`src/rtl/imem_loader.sv`:
```
// rtl/imem_loader.sv - boot-time loader: byte stream to big-endian 32-bit imem words, core held in reset until done
module imem_loader #(
  parameter int IMEM_DEPTH  = 256,
  parameter int IMEM_ADDR_W = $clog2(IMEM_DEPTH)
) (
  input  logic                   clk,
  input  logic                   rst,
  input  logic                   start,
  input  logic                   rx_valid,
  input  logic [7:0]             rx_data,
  output logic                   rx_ready,
  output logic                   imem_we,
  output logic [IMEM_ADDR_W-1:0] imem_addr,
  output logic [31:0]            imem_wdata,
  output logic                   core_rst,
  output logic                   load_done,
  output logic                   load_err
);

  typedef enum logic [2:0] {
    S_IDLE, S_HDR_HI, S_HDR_LO, S_DATA, S_WRITE, S_DONE, S_ERR
  } state_t;

  state_t                 state_q;
  logic [15:0]            count_q;
  logic [15:0]            word_cnt_q;
  logic [1:0]             byte_cnt_q;
  logic [23:0]            asm_q;
  logic                   rx_ready_q;
  logic                   imem_we_q;
  logic [IMEM_ADDR_W-1:0] imem_addr_q;
  logic [31:0]            imem_wdata_q;
  logic                   core_rst_q;
  logic                   load_done_q;
  logic                   load_err_q;

  logic        take;
  logic [15:0] count_d;
  logic [31:0] word_d;
  logic [15:0] word_cnt_d;
  logic        count_bad;

  // The 4th byte goes straight into the write data, so only three bytes need holding.
  always_comb begin
    take       = rx_valid && rx_ready_q;
    count_d    = {count_q[15:8], rx_data};
    word_d     = {asm_q, rx_data};
    word_cnt_d = word_cnt_q + 16'd1;
    count_bad  = (count_d == 16'd0) || ({1'b0, count_d} > 17'(IMEM_DEPTH));
  end

  always_ff @(posedge clk) begin
    if (rst) begin
      state_q      <= S_IDLE;
      count_q      <= '0;
      word_cnt_q   <= '0;
      byte_cnt_q   <= '0;
      asm_q        <= '0;
      rx_ready_q   <= 1'b0;
      imem_we_q    <= 1'b0;
      imem_addr_q  <= '0;
      imem_wdata_q <= '0;
      core_rst_q   <= 1'b1;
      load_done_q  <= 1'b0;
      load_err_q   <= 1'b0;
    end else begin
      imem_we_q <= 1'b0;
      case (state_q)
        S_IDLE: begin
          if (start) begin
            state_q    <= S_HDR_HI;
            rx_ready_q <= 1'b1;
          end
        end
        S_HDR_HI: begin
          if (take) begin
            count_q[15:8] <= rx_data;
            state_q       <= S_HDR_LO;
          end
        end
        S_HDR_LO: begin
          if (take) begin
            count_q <= count_d;
            if (count_bad) begin
              state_q    <= S_ERR;
              rx_ready_q <= 1'b0;
              load_err_q <= 1'b1;
            end else begin
              state_q     <= S_DATA;
              imem_addr_q <= '0;
              word_cnt_q  <= '0;
              byte_cnt_q  <= '0;
            end
          end
        end
        S_DATA: begin
          if (take) begin
            asm_q      <= word_d[23:0];
            byte_cnt_q <= byte_cnt_q + 2'd1;
            if (byte_cnt_q == 2'd3) begin
              state_q      <= S_WRITE;
              rx_ready_q   <= 1'b0;
              imem_we_q    <= 1'b1;
              imem_wdata_q <= word_d;
            end
          end
        end
        S_WRITE: begin
          word_cnt_q <= word_cnt_d;
          if (word_cnt_d == count_q) begin
            state_q     <= S_DONE;
            core_rst_q  <= 1'b0;
            load_done_q <= 1'b1;
          end else begin
            state_q     <= S_DATA;
            imem_addr_q <= imem_addr_q + 1'b1;
            rx_ready_q  <= 1'b1;
          end
        end
        S_DONE, S_ERR: begin
          if (start) begin
            state_q     <= S_HDR_HI;
            rx_ready_q  <= 1'b1;
            core_rst_q  <= 1'b1;
            load_done_q <= 1'b0;
            load_err_q  <= 1'b0;
          end
        end
        default: state_q <= S_IDLE;
      endcase
    end
  end

  assign rx_ready   = rx_ready_q;
  assign imem_we    = imem_we_q;
  assign imem_addr  = imem_addr_q;
  assign imem_wdata = imem_wdata_q;
  assign core_rst   = core_rst_q;
  assign load_done  = load_done_q;
  assign load_err   = load_err_q;

endmodule

```
`config.mk`:
```
export PLATFORM = sky130hd
export DESIGN_NAME = imem_loader
export DESIGN_NICKNAME = d
export VERILOG_FILES = /design/src/rtl/imem_loader.sv
export SDC_FILE = /design/constraint.sdc
export NUM_CORES = 1
export LEC_CHECK = 0
export BUFFER_PORTS_ARGS = -buffer_cell sky130_fd_sc_hd__buf_2
export CAP_MARGIN = 20
export CORE_MARGIN = 3
export CORE_UTILIZATION = 50
export DETAILED_ROUTE_END_ITERATION = 6
export GPL_ROUTABILITY_DRIVEN = 0
export GPL_TIMING_DRIVEN = 0
export MAX_ROUTING_LAYER = met4
export PLACE_DENSITY = 0.7
export SLEW_MARGIN = 5
export SYNTH_ARGS = -nofsm -noshare
export SYNTH_HDL_FRONTEND = slang
export SYNTH_SLANG_ARGS = --single-unit
```
`constraint.sdc`:
```
create_clock -name clk -period 6.65 [get_ports clk]
set_input_delay 0.665 -clock clk [delete_from_list [all_inputs] [get_ports clk]]
set_output_delay 0.665 -clock clk [all_outputs]
set_load 0.02 [all_outputs]
```
==> metrics.txt, run 1 <==
outcome completed; overall routing resource usage around a quarter; Clock Sinks around 110; worst reg2reg endpoint imem_addr[3]; post-CTS setup buffer count 0; Hold Crit Endpoint imem_wdata[31]; Post-Layout Cell Count around 830; setup violators final 0; Syn Std Cell Area 0.00491 mm2; initial core utilization 52.4%; Hold Vio Cnt, Final 0; RSZ-0062 raised after global routing no; via count of the first global-routing pass 4382; Die Ht 105 um; Post-synth EDFFs 0; Most used DFF post-synth dfxtp_1; Hold WC Path Type reg2reg; Arr. time, crit path 3.32 ns; post-synthesis sequential area ratio between 40% and 50%; maximum clock frequency 0.325 GHz; Routed WL per cell 15.4 um; port bufs 56; full die area 0.0110 mm2; Placement Rows 35; leak pwr approximately 0.0020 uW; Clock Path Buffers 2; area grow syn2layout 12.8%; r2r worst-path depth 10; Vias/cell 5.63; Netlist cell types 58; first-pass GRT wire length 21.1 mm; Async S/R FF share, synth 0%; Die X 105 um; clock latency on the worst-skew pair 0.38 ns; Gate Count Post-Synth 626; endpoint type of the worst setup path flop; CP required 6.90 ns; NumNets Final around 710; Mapped Nets 641; largest net degree at the start of global routing 20; VDD IR max 0.103 mV; final worst setup slack around 3.6 ns; commonest cells after routing, fill and taps aside nand2_1 (146), dfxtp_1 (106), a21oi_1 (88); kind of critical path in2reg; final worst-path cycle share 46.3%; Worst-Margin Slew 0.951 ns; post-cts resize count 0; setup tns final 0 ns; post-route minimum period about 3 ns; Inst Count DP 811; total CTS buffers 9; commonest non-fill, non-tap cell in the layout nand2_1; Clk pin slew, worst setup/hold paths between 0.1 and 0.15 ns; Core ar. 0.00937 mm2; number of H-tree levels 3; layout cell share with drive strength beyond 1 between 10% and 20%; first-pass detailed-route iteration total 5; WHS Path Cells 2; Syn Area/Cell 7.84 um2; CP Max Fanout 10; initial antenna violation count 0; antenna-violating nets left 0; maxcap violations 0; YS warnings 0; routed wire length roughly 13 mm; Tot Pwr 1240 uW; CTS tree built; Boundary Pins 57; PD cells 224 mW/mm2; Max Slew Vio Count 0; dpl hpwl 9.14 mm; antenna fix cells 0; DP Worst Slack 3.25 ns; CTS root buffer clkbuf_8; reg2reg start word_cnt_q[0]; slack of the worst reg-to-reg path ~3.6 ns; CP Launch Point rx_data[6]; drt drc 0; post-cts hold buffer count 0; Worst setup SP type input port; min-delay src imem_wdata[31]; Iter 0 DRT Violations ~290; via count 4660; Slew headroom a little over a third; clock skew between 0.01 and 0.015 ns; post-synthesis register bit count 106; total gr overflow 0
[worst max path at each step]
stage               slack [ns]  depth (start not counted)      endpoint
floorplan                 4.05                         10  imem_addr[2]
global placement          3.35                          8  imem_addr[2]
detailed placement        3.25                          8  imem_addr[2]
CTS                       3.66                          8  imem_addr[2]
global route              3.43                         10  imem_addr[3]
finish                    3.57                          8  imem_addr[2]
[worst max-delay path, cell delays in order]
cell      delay (ns)
buf_2           0.15
or4_1           0.54
o21ai_0         0.15
nor3b_1         0.79
nand2_1         0.36
clkbuf_1        0.34
a31oi_1         0.24
a21oi_1         0.08
[synth_stat cells (2+ instances only)]
cell	instances	area share (%)
a31oi_1	7	0.89
a211oi_1	2	0.31
o31ai_1	3	0.46
nand4_1	5	0.64
o21ai_0	28	2.9
nor3b_1	5	0.76
nand3_1	10	1.0
and4_1	4	0.71
mux2_1	2	0.46
a21oi_1	88	9.0
xor2_1	10	1.8
o211ai_1	5	0.76
mux2i_1	10	2.0
nand2b_1	5	0.64
and3_1	9	1.1
buf_2	4	0.41
xnor2_1	15	2.7
nor2_1	44	3.4
nand2_1	146	11
nand3b_1	6	0.92
and2_1	3	0.38
a22oi_1	2	0.31
dfxtp_1	106	43
clkbuf_1	36	2.8
or4_1	5	0.76
nor3_1	9	0.92
a2111oi_0	2	0.36
ha_1	3	0.76
o2111ai_1	5	0.89
buf_4	3	0.46
inv_1	5	0.38
or3_1	7	0.89
nor4_1	7	0.89
[through the flow]
step | utilization, % | hold WS, ns | area [um2]
5_1_grt | 59.1 | 0.475 | 5540
6_report | 59.1 | 0.456 | 5540
4_1_cts | 59.1 | 0.457 | 5540
2_1_floorplan | - | 0.432 | 4910
3_5_place_dp | 57.1 | 0.444 | 5350
3_3_place_gp | 57.1 | 0.441 | 5350
[state kept, by name, indices dropped and copies added (netlist names)]
name,flops
imem_wdata,32
asm_q,24
count_q,16
word_cnt_q,16
imem_addr,8
state_q,3
byte_cnt_q,2
core_rst,1
imem_we,1
load_done,1
load_err,1
rx_ready,1
[per-layer routing]
| layer | wire length, um | track usage (%) |
|---|---|---|
| met5 | 0 | - |
| met4 | 176 | 7.31 |
| met3 | 902 | 4.45 |
| met2 | 5710 | 35.6 |
| met1 | 5940 | 32.9 |
[cell families (layout without fill, tap and decap cells)]
kind of cell               count (synthesis)  after routing  synth area share, %
AOI/OAI and AO/OA                        153            153                 17.7
buffers and inverters                     50            122                 4.33
DFF                                      106            106                 43.2
adders and majority gates                  4              4                0.968
muxes                                     12             12                 2.50
xor gates and xnor gates                  25             25                 4.46
and+or+nand+nor                          276            276                 26.8
[power by group]
group,switching [uW],internal [uW]
registers,10.9,649
logic,131,62.6
clock network,242,145
total,384,856
[final cells by class]
class,instances,area [um2]
sequential,106,2120
clock buffer,10,128
fill,923,3830
inverter,5,18.8
timing repair buffer,56,280
clock inverter,6,61.3
tap,129,161
buffer,45,194
multi-input combinational,470,2580
Note: power is estimated with default switching activity, not from simulation.
==> inputs of run 2 (changes only) <==
Settings changed: ABC_AREA from default to 1.
Clock period 6.65 ns to 3.07 ns, I/O delays scaled along.
==> metrics.txt, run 2 <==
outcome completed; Hold Crit Endpoint count_q[11]; antenna-violating nets left 0; dpl hpwl 9.06 mm; maximum clock frequency between 0.4 and 0.5 GHz; Iter 0 DRT Violations 293; Post-synth EDFFs 0; Worst-Margin Slew 0.588 ns; total CTS buffers 9; first-pass detailed-route iteration total 5; via count 4554; r2r worst-path depth 18; CTS root buffer clkbuf_8; post-CTS setup buffer count 0; kind of critical path reg2reg; commonest non-fill, non-tap cell in the layout nand2_1; Die X a little over 100 um; Most used DFF post-synth dfxtp_1; post-synthesis register bit count 106; Core ar. 0.00924 mm2; VDD IR max ~0.28 mV; reg2reg start word_cnt_q[1]; routed wire length 12.3 mm; CP Launch Point word_cnt_q[1]; post-synthesis sequential area ratio 44.4%; final worst-path cycle share 75.2%; YS warnings 0; Async S/R FF share, synth 0%; synth top area cells dfxtp_1 (44%), nand2_1 (11%), nand3_1 (7.0%), o21ai_0 (6.9%), a21oi_1 (6.7%); Placement Rows 35; Mapped Nets just under 700; WHS Path Cells 3; Die Ht 104 um; overall routing resource usage 23.8%; Syn Area/Cell 7.09 um2; CP required 3.39 ns; synth cell count leaders nand2_1 (143), dfxtp_1 (106), nor2_1 (77); Slew headroom ~61%; clock skew 0.0161 ns; Clock Sinks approximately 110; first-pass GRT wire length 20.6 mm; post-cts hold buffer count 0; leak pwr 0.00232 uW; area grow syn2layout 13.2%; commonest cells after routing, fill and taps aside nand2_1 (143), dfxtp_1 (106), nor2_1 (77); Max Slew Vio Count 0; worst hold margin 0.243 ns; Netlist cell types 34; Vias/cell 5.21; filler instances 949; RSZ-0062 raised after global routing no; final worst setup slack 0.761 ns; largest net degree at the start of global routing 20; Syn Std Cell Area 0.00478 mm2; initial core utilization between 50% and 60%; CP Max Fanout 10; total gr overflow 0; clock latency on the worst-skew pair 0.38 ns; Hold WC Path Type in2reg; port bufs 55; most frequent cell after synthesis nand2_1; post-route minimum period 2.31 ns; Routed WL per cell 14.0 um; maxcap violations 0; Final Util 58.5%; slack of the worst reg-to-reg path 0.76 ns; CTS tree built; Arr. time, crit path 2.63 ns; endpoint type of the worst setup path flop; Hold Vio Cnt, Final 0; setup tns final 0 ns; drt drc 0; Clock Path Buffers 2; Yosys top cell area share 44.4%; Gate Count Post-Synth 674; area leader, netlist dfxtp_1; number of flip-flops in the largest register 32; post-cts resize count 0; Boundary Pins 57; PD cells 508 mW/mm2; NumNets Final about 760; via count of the first global-routing pass 4317; setup violators final 0; Clk pin slew, worst setup/hold paths 0.11 ns; number of H-tree levels 3; antenna fix cells 0; Worst setup SP type flop; min-delay src rx_data[3]; initial antenna violation count 0; worst reg2reg endpoint imem_addr[5]; layout cell share with drive strength beyond 1 13.8%; DP Worst Slack between 0.5 and 0.6 ns; full die area 0.0108 mm2
[run 2: cell types whose count changed in the layout (fill, tap and decap cells not counted), moves of 9 or more]
cell / change
inv_1: +59
nand3_1: +57
o21ai_0: +38
nor2_1: +33
a21oi_1: -24
xnor2_1: -14
clkbuf_1: -13
mux2i_1: -10
and3_1: -9
nand2_2: +9
[run 2: logic make-up after synthesis]
| logic type | Yosys count | synth area share, % |
|---|---|---|
| simple gates | 329 | 30.9 |
| compound gates | 136 | 14.6 |
| flops | 106 | 44.4 |
| buf+inv | 93 | 7.55 |
| xor+xnor | 7 | 1.73 |
| fa+ha+maj | 3 | 0.786 |
[run 2: per-stage QoR]
step / total power [uW] / cells / instance area [um2]
2_1_floorplan: 1800 / 674 / 4780
3_3_place_gp: 1900 / 858 / 5210
3_5_place_dp: 1910 / 858 / 5210
4_1_cts: 2760 / 874 / 5410
5_1_grt: 2870 / 874 / 5410
6_report: 2750 / 874 / 5410
[run 2: layout make-up]
type	count	area, um2	area share (%)
inverter	66	248	4.58
sequential	106	2120	39.3
timing repair buffer	55	275	5.09
multi-input combinational	475	2290	42.4
tap	129	161	2.99
buffer	27	113	2.08
clock buffer	10	138	2.55
clock inverter	6	56.3	1.04
[run 2: worst max-delay path, cell delays in order (launching register included)]
cell	delay, ns
dfxtp_1	0.44
ha_1	0.24
nand3_1	0.19
nor2_2	0.19
nand3_1	0.09
nand2_1	0.12
nand2_1	0.06
nand2_1	0.05
nand2_1	0.04
inv_1	0.05
nand2_1	0.07
nor2_4	0.13
nand2_2	0.10
nand2_4	0.10
nand2_4	0.05
buf_6	0.14
nand2_1	0.05
nand2_1	0.05
nor2_1	0.08
[run 2: per-layer routing]
| layer | vias to the layer above | global-route usage, % | share of wire (%) |
|---|---|---|---|
| li1 | 2317 | - | - |
| met2 | 113 | 41.3 | 49 |
| met5 | - | - | 0 |
| met3 | 31 | 4.11 | 4.8 |
| met4 | 0 | 6.84 | 2.9 |
| met1 | 2093 | 28.4 | 43 |
[run 2: power breakdown]
part	switching (uW)	leakage, uW	internal [uW]
Clock	520	0.0000969	335
Sequential	43.8	0.000854	1420
Combinational	288	0.00137	138
[run 2: worst max path at each step]
stage | endpoint | cells after the start
finish | imem_addr[5] | 18
floorplan | imem_addr[2] | 17
global placement | word_cnt_q[9] | 11
detailed placement | word_cnt_q[12] | 11
global route | imem_addr[3] | 16
CTS | imem_addr[5] | 18
